File: src/rtl/id_reg_stage.sv
// Decode/register-read stage with valid/ready bundle toward EX.
// Define ID_FWD_EN for EX/MEM forwarding; otherwise any pending writer stalls.
module id_reg_stage #(
  parameter int DATA_W     = 32,
  parameter int REG_ADDR_W = 5,
  parameter int CNT_W      = 16
) (
  input  logic                  clk,
  input  logic                  rst,
  input  logic                  inst_valid_i,
  input  logic [31:0]           inst_i,
  input  logic [DATA_W-1:0]     pc_i,
  output logic                  inst_ready_o,
  output logic                  reg1_read_o,
  output logic                  reg2_read_o,
  output logic [REG_ADDR_W-1:0] reg1_addr_o,
  output logic [REG_ADDR_W-1:0] reg2_addr_o,
  input  logic [DATA_W-1:0]     reg1_data_i,
  input  logic [DATA_W-1:0]     reg2_data_i,
  input  logic                  ex_wreg_i,
  input  logic [REG_ADDR_W-1:0] ex_wd_i,
  input  logic [DATA_W-1:0]     ex_wdata_i,
  input  logic                  ex_is_load_i,
  input  logic                  mem_wreg_i,
  input  logic [REG_ADDR_W-1:0] mem_wd_i,
  input  logic [DATA_W-1:0]     mem_wdata_i,
  input  logic                  flush_i,
  output logic                  ex_valid_o,
  input  logic                  ex_ready_i,
  output logic [7:0]            aluop_o,
  output logic [2:0]            alusel_o,
  output logic [DATA_W-1:0]     reg1_o,
  output logic [DATA_W-1:0]     reg2_o,
  output logic [REG_ADDR_W-1:0] wd_o,
  output logic                  wreg_o,
  output logic [DATA_W-1:0]     pc_o,
  output logic                  inst_invalid_o,
  output logic [CNT_W-1:0]      stall_cnt_o
);

  localparam logic [7:0] EXE_NOP_OP  = 8'b0000_0000;
  localparam logic [7:0] EXE_AND_OP  = 8'b0010_0100;
  localparam logic [7:0] EXE_OR_OP   = 8'b0010_0101;
  localparam logic [7:0] EXE_XOR_OP  = 8'b0010_0110;
  localparam logic [7:0] EXE_NOR_OP  = 8'b0010_0111;
  localparam logic [7:0] EXE_ANDI_OP = 8'b0101_1001;
  localparam logic [7:0] EXE_ORI_OP  = 8'b0101_1010;
  localparam logic [7:0] EXE_XORI_OP = 8'b0101_1011;
  localparam logic [7:0] EXE_LUI_OP  = 8'b0101_1100;
  localparam logic [7:0] EXE_SLL_OP  = 8'b0111_1100;
  localparam logic [7:0] EXE_SRL_OP  = 8'b0000_0010;
  localparam logic [7:0] EXE_SRA_OP  = 8'b0000_0011;

  localparam logic [2:0] EXE_RES_NOP   = 3'b000;
  localparam logic [2:0] EXE_RES_LOGIC = 3'b001;
  localparam logic [2:0] EXE_RES_SHIFT = 3'b010;

  logic [5:0]            w_op;
  logic [5:0]            w_fn;
  logic [REG_ADDR_W-1:0] w_rs;
  logic [REG_ADDR_W-1:0] w_rt;
  logic [REG_ADDR_W-1:0] w_rd;
  logic [DATA_W-1:0]     w_zimm;
  logic [DATA_W-1:0]     w_limm;
  logic [DATA_W-1:0]     w_sa;

  assign w_op   = inst_i[31:26];
  assign w_fn   = inst_i[5:0];
  assign w_rs   = REG_ADDR_W'(inst_i[25:21]);
  assign w_rt   = REG_ADDR_W'(inst_i[20:16]);
  assign w_rd   = REG_ADDR_W'(inst_i[15:11]);
  assign w_zimm = DATA_W'(inst_i[15:0]);
  assign w_limm = DATA_W'({inst_i[15:0], 16'h0000});
  assign w_sa   = DATA_W'(inst_i[10:6]);

  logic w_sp;
  logic w_and, w_or, w_xor, w_nor;
  logic w_sll, w_srl, w_sra;
  logic w_andi, w_ori, w_xori, w_lui;

  assign w_sp   = (w_op == 6'b000000);
  assign w_and  = w_sp && (w_fn == 6'b100100);
  assign w_or   = w_sp && (w_fn == 6'b100101);
  assign w_xor  = w_sp && (w_fn == 6'b100110);
  assign w_nor  = w_sp && (w_fn == 6'b100111);
  assign w_sll  = w_sp && (w_fn == 6'b000000);
  assign w_srl  = w_sp && (w_fn == 6'b000010);
  assign w_sra  = w_sp && (w_fn == 6'b000011);
  assign w_andi = (w_op == 6'b001100);
  assign w_ori  = (w_op == 6'b001101);
  assign w_xori = (w_op == 6'b001110);
  assign w_lui  = (w_op == 6'b001111);

  logic [7:0]            w_aluop;
  logic [2:0]            w_alusel;
  logic                  w_wreg;
  logic                  w_inv;
  logic                  w_r1_rd;
  logic                  w_r2_rd;
  logic [DATA_W-1:0]     w_imm;
  logic [REG_ADDR_W-1:0] w_wd;

  always_comb begin
    w_aluop  = EXE_NOP_OP;
    w_alusel = EXE_RES_NOP;
    w_wreg   = 1'b0;
    w_inv    = 1'b1;
    w_r1_rd  = 1'b0;
    w_r2_rd  = 1'b0;
    w_imm    = '0;
    w_wd     = w_rd;
    unique case (1'b1)
      w_andi, w_ori, w_xori, w_lui: begin
        w_alusel = EXE_RES_LOGIC;
        w_wreg   = 1'b1;
        w_inv    = 1'b0;
        w_r1_rd  = 1'b1;
        w_wd     = w_rt;
        w_imm    = w_lui ? w_limm : w_zimm;
        w_aluop  = w_andi ? EXE_ANDI_OP :
                   w_ori  ? EXE_ORI_OP  :
                   w_xori ? EXE_XORI_OP :
                            EXE_LUI_OP;
      end
      w_and, w_or, w_xor, w_nor: begin
        w_alusel = EXE_RES_LOGIC;
        w_wreg   = 1'b1;
        w_inv    = 1'b0;
        w_r1_rd  = 1'b1;
        w_r2_rd  = 1'b1;
        w_aluop  = w_and ? EXE_AND_OP :
                   w_or  ? EXE_OR_OP  :
                   w_xor ? EXE_XOR_OP :
                           EXE_NOR_OP;
      end
      w_sll, w_srl, w_sra: begin
        w_alusel = EXE_RES_SHIFT;
        w_wreg   = 1'b1;
        w_inv    = 1'b0;
        w_r2_rd  = 1'b1;
        w_imm    = w_sa;
        w_aluop  = w_sll ? EXE_SLL_OP :
                   w_srl ? EXE_SRL_OP :
                           EXE_SRA_OP;
      end
      default: ;
    endcase
  end

  assign reg1_read_o = w_r1_rd;
  assign reg2_read_o = w_r2_rd;
  assign reg1_addr_o = w_rs;
  assign reg2_addr_o = w_rt;

  // A source matches a writer only when actually read and nonzero.
  logic w_ex1, w_ex2, w_mem1, w_mem2;
  logic w_hazard;

  assign w_ex1  = w_r1_rd && (w_rs != '0) &&
                  ex_wreg_i && (ex_wd_i == w_rs);
  assign w_ex2  = w_r2_rd && (w_rt != '0) &&
                  ex_wreg_i && (ex_wd_i == w_rt);
  assign w_mem1 = w_r1_rd && (w_rs != '0) &&
                  mem_wreg_i && (mem_wd_i == w_rs);
  assign w_mem2 = w_r2_rd && (w_rt != '0) &&
                  mem_wreg_i && (mem_wd_i == w_rt);

`ifdef ID_FWD_EN
  assign w_hazard = ex_is_load_i && (w_ex1 || w_ex2);
`else
  logic w_unused;
  assign w_hazard = w_ex1 || w_ex2 || w_mem1 || w_mem2;
  assign w_unused = ^{ex_wdata_i, mem_wdata_i, ex_is_load_i};
`endif

  logic [DATA_W-1:0] w_reg1;
  logic [DATA_W-1:0] w_reg2;

  always_comb begin
    w_reg1 = reg1_data_i;
    if (!w_r1_rd)
      w_reg1 = w_imm;
    else if (w_rs == '0)
      w_reg1 = '0;
`ifdef ID_FWD_EN
    else if (w_ex1)
      w_reg1 = ex_wdata_i;
    else if (w_mem1)
      w_reg1 = mem_wdata_i;
`endif
  end

  always_comb begin
    w_reg2 = reg2_data_i;
    if (!w_r2_rd)
      w_reg2 = w_imm;
    else if (w_rt == '0)
      w_reg2 = '0;
`ifdef ID_FWD_EN
    else if (w_ex2)
      w_reg2 = ex_wdata_i;
    else if (w_mem2)
      w_reg2 = mem_wdata_i;
`endif
  end

  logic                  r_valid;
  logic [7:0]            r_aluop;
  logic [2:0]            r_alusel;
  logic [DATA_W-1:0]     r_reg1;
  logic [DATA_W-1:0]     r_reg2;
  logic [REG_ADDR_W-1:0] r_wd;
  logic                  r_wreg;
  logic [DATA_W-1:0]     r_pc;
  logic                  r_inv;
  logic [CNT_W-1:0]      r_stall;
  logic                  w_accept;

  assign inst_ready_o = !rst && !flush_i && !w_hazard &&
                        (!r_valid || ex_ready_i);
  assign w_accept     = inst_valid_i && inst_ready_o;

  always_ff @(posedge clk or posedge rst) begin
    if (rst) begin
      r_valid  <= 1'b0;
      r_aluop  <= EXE_NOP_OP;
      r_alusel <= EXE_RES_NOP;
      r_reg1   <= '0;
      r_reg2   <= '0;
      r_wd     <= '0;
      r_wreg   <= 1'b0;
      r_pc     <= '0;
      r_inv    <= 1'b0;
    end else if (flush_i) begin
      r_valid  <= 1'b0;
    end else if (w_accept) begin
      r_valid  <= 1'b1;
      r_aluop  <= w_aluop;
      r_alusel <= w_alusel;
      r_reg1   <= w_reg1;
      r_reg2   <= w_reg2;
      r_wd     <= w_wd;
      r_wreg   <= w_wreg;
      r_pc     <= pc_i;
      r_inv    <= w_inv;
    end else if (ex_ready_i) begin
      r_valid  <= 1'b0;
    end
  end

  always_ff @(posedge clk or posedge rst) begin
    if (rst)
      r_stall <= '0;
    else if (inst_valid_i && w_hazard && !flush_i &&
             (r_stall != '1))
      r_stall <= r_stall + CNT_W'(1);
  end

  assign ex_valid_o     = r_valid;
  assign aluop_o        = r_aluop;
  assign alusel_o       = r_alusel;
  assign reg1_o         = r_reg1;
  assign reg2_o         = r_reg2;
  assign wd_o           = r_wd;
  assign wreg_o         = r_wreg;
  assign pc_o           = r_pc;
  assign inst_invalid_o = r_inv;
  assign stall_cnt_o    = r_stall;

endmodule

File: config.mk
export PLATFORM = sky130hd
export DESIGN_NAME = id_reg_stage
export DESIGN_NICKNAME = d
export VERILOG_FILES = /design/src/rtl/id_reg_stage.sv
export SDC_FILE = /design/constraint.sdc
export NUM_CORES = 1
export LEC_CHECK = 0
export ABC_AREA = 1
export ABC_CLOCK_PERIOD_IN_PS = 9500
export CAP_MARGIN = 0
export CORE_MARGIN = 2
export CORE_UTILIZATION = 29
export DETAILED_ROUTE_END_ITERATION = 10
export GPL_TIMING_DRIVEN = 0
export MAX_ROUTING_LAYER = met4
export PLACE_DENSITY_LB_ADDON = 0.2
export SYNTH_ARGS = -nofsm -noshare
export SYNTH_HDL_FRONTEND = slang
export SYNTH_SLANG_ARGS = --single-unit
File: constraint.sdc
create_clock -name clk -period 9.5 [get_ports clk]
set_clock_uncertainty 0.2 [all_clocks]
set_input_delay 1.425 -clock clk [delete_from_list [all_inputs] [get_ports clk]]
set_output_delay 1.425 -clock clk [all_outputs]
set_load 0.05 [all_outputs]
==> impl_metrics.env <==
export IMPL_post_route_min_period_ns=5.59
export IMPL_io_buffers=286
export IMPL_power_w=0.00161
export IMPL_finalCritPeriodShare=0.588
export IMPL_path_clk_slew_ns=0.06
export IMPL_r2r_setup_slack_ns=7.05
export IMPL_maxCapViolCount=0
export IMPL_final_cells=1388
export IMPL_fmax_mhz=179
export IMPL_crit_path_start_kind="primary input"
export IMPL_first_pass_iters=5
export IMPL_grt_pass1_vias=6191
export IMPL_yosysMostFrequentCell="nand2_1"
export IMPL_start_util=0.297
export IMPL_synthDistinctLibCells=29
export IMPL_hold_class="reg2reg"
export IMPL_setup_tns_ns=0
export IMPL_ys_seq_area_frac=0.508
export IMPL_r2r_end="stall_cnt_o[2]$_DFFE_PP0P_"
export IMPL_crit_path_end_kind="primary output"
export IMPL_cts_setup_buffers=0
export IMPL_crit_family="buffers and inverters"
export IMPL_crit_path_cell_trace="clkdlybuf4s50_1 -> inv_1 -> nand3_1 -> nor3_1 -> nor2_4 -> nand2_2 -> nand2_4 -> nor2_4 -> clkdlybuf4s50_1"
export IMPL_synth_top_area_cell="dfrtp_1"
export IMPL_cts_root_buf="clkbuf_16"
export IMPL_overflow=0
export IMPL_slew_viol_final=0
export IMPL_worstSetupPathType="in2out"
export IMPL_required_ns=7.88
export IMPL_drt_iter0_drc=288
export IMPL_synthCells=793
export IMPL_crit_buf_inv=3
export IMPL_yosys_warnings=0
export IMPL_die_y_um=151
export IMPL_synthesis_area_um2=6260
export IMPL_fill_cells=2080
export IMPL_synth_top_area_share=0.508
export IMPL_setup_ws_ns=3.91
export IMPL_crit_path_max_fanout=10
export IMPL_gp_congestion=0.915
export IMPL_min_to="pc_o[14]$_DFFE_PP0P_"
export IMPL_die_w_um=151
export IMPL_synth_edf_count=0
export IMPL_hp_start="pc_o[14]$_DFFE_PP0P_"
export IMPL_clk_latency_ns=0.42
export IMPL_cts_tree="built"
export IMPL_wl_per_cell_um=16.5
export IMPL_die_area_um2=22800
export IMPL_rows=53
export IMPL_final_nets=1311
export IMPL_hold_depth=2
export IMPL_async_flop_share=1.00
export IMPL_hpwl_mm=17.6
export IMPL_viasPerCell=4.55
export IMPL_worst_pin_slew_ns=0.741
export IMPL_dp_slack_ns=3.84
export IMPL_clock_path_buffers=2
export IMPL_syn_to_final_growth_pct=60.5
export IMPL_remaining_drc_errors=0
export IMPL_ys_seq_elements=127
export IMPL_final_layout_size_suffix_gt1_frac=0.0719
export IMPL_synth_flop_cell="dfrtp_1"
export IMPL_antenna_found_initial=0
export IMPL_cts_resized=0
export IMPL_yosys_top_cells_count="329 x nand2_1, 127 x dfrtp_1, 60 x o21ai_1"
export IMPL_holdBufCountCts=0
export IMPL_n_antenna_cell=0
export IMPL_vias=6321
export IMPL_synth_area_per_cell_um2=7.89
export IMPL_io_pin_count=354
export IMPL_setup_viol=0
export IMPL_ir_worst_vdd_v=0.0000939
export IMPL_status="finished clean"
export IMPL_placed_cells=1356
export IMPL_leakagePower_nw=4.55
export IMPL_grt_total_usage=0.209
export IMPL_hold_violations=0
export IMPL_grt_pass1_wl_mm=35.0
export IMPL_cts_buffers=17
export IMPL_p_per_area_nw_per_um2=160
export IMPL_h_tree_depth=4
export IMPL_max_slew_margin=0.506
export IMPL_routed_wl_mm=22.9
export IMPL_coreArea_um2=21100
export IMPL_clkSinkCount=127
export IMPL_final_antenna_net_count=0
export IMPL_grt_max_degree=75
export IMPL_cp_data_arrival_time_ns=3.96
export IMPL_timing_rr_start="stall_cnt_o[0]$_DFFE_PP0P_"
export IMPL_rsz0062_at_grt="false"
export IMPL_reg2reg_depth=10
export IMPL_netlist_top_cells_area="dfrtp_1 51%, nand2_1 20%, o21ai_1 4.8%, a22oi_1 3.8%, inv_1 3.5%"
export IMPL_critPathSlowestCell="clkdlybuf4s50_1"
export IMPL_cpPeakStageDelay_ns=0.84
-- stage by stage --
stage / instance area, um^2 / util / hold slack, ns
2_1_floorplan: 6260 / - / 0.555
3_3_place_gp: 9470 / 0.449 / 0.261
3_5_place_dp: 9500 / 0.451 / 0.264
4_1_cts: 10000 / 0.476 / 0.280
5_1_grt: 10000 / 0.476 / 0.299
6_report: 10000 / 0.476 / 0.275
-- worst max path at each step --
stage,start,endpoint,cells after the start
floorplan,rst,aluop_o[0]$_DFFE_PP0P_,1
finish,inst_i[25],inst_ready_o,9
CTS,inst_i[25],inst_ready_o,9
global placement,rst,reg1_o[29]$_DFFE_PP0P_,2
detailed placement,inst_i[25],inst_ready_o,9
global route,inst_i[25],inst_ready_o,9
-- report_power, final --
group / switching [W] / internal (W) / leakage (nW) / total [W]
sequential: 0.0000198 / 0.000578 / 1.68 / 0.000598
clock: 0.000248 / 0.000365 / 0.260 / 0.000613
combinational: 0.000246 / 0.000152 / 2.61 / 0.000398
total: 0.000514 / 0.00110 / 4.55 / 0.00161
-- cell type report --
class                   instances  area (um^2)  share of cell area
plain buffers                  47          330              0.0329
clock buffers                  22          454              0.0452
clock inverters                10         90.1             0.00897
inverters                      61          234              0.0233
multi-input cells             559         2520               0.251
flip-flops and latches        127         3180               0.316
well taps                     275          344              0.0343
repair buffers                287         2890               0.288
-- flip-flops by register name, indices dropped and copies added (netlist names) --
| signal | cells |
|---|---|
| stall_cnt_o | 16 |
| inst_invalid_o | 1 |
| reg1_o | 32 |
| ex_valid_o | 1 |
| wd_o | 5 |
| pc_o | 32 |
| aluop_o | 5 |
| wreg_o | 1 |
| reg2_o | 32 |
| alusel_o | 2 |
-- worst reg2reg max path: stages (launching register included) --
cell	delay, ns
dfrtp_1	0.40
ha_1	0.21
nand3_1	0.13
nor3_1	0.29
nand3_1	0.22
o21ai_0	0.28
inv_1	0.22
nand2_2	0.21
nand2_1	0.07
o21ai_0	0.07
inv_1	0.05
-- logic make-up after synthesis --
logic type | share of synthesized area
compound gates | 0.115
xor+xnor | 0.00420
fa+ha+maj | 0.00200
buf+inv | 0.0894
flops | 0.508
other cells | 0.000599
simple gates | 0.281
-- per-layer routing --
metal,GRT usage,part of all wire,vias up
li1,-,-,3154
met5,-,0,-
met2,0.324,0.46,238
met1,0.270,0.45,2901
met4,0.0636,0.020,0
met3,0.0542,0.071,28
-- layout by cell type, fill, tap and decap left out, types with 3 or more instances in the layout --
cell / instances
clkdlybuf4s50_1: 286
o21ai_0: 27
dfrtp_1: 127
clkbuf_16: 17
buf_2: 6
buf_6: 10
clkinv_2: 4
nor2_1: 34
nor2_4: 4
nor3_1: 11
clkbuf_1: 15
nand4_1: 9
nand2_1: 329
o21ai_1: 60
nand3_1: 30
inv_1: 58
clkinvlp_4: 3
a21oi_1: 5
a22oi_1: 32
buf_4: 19
Power figures use the tool's default switching activity.
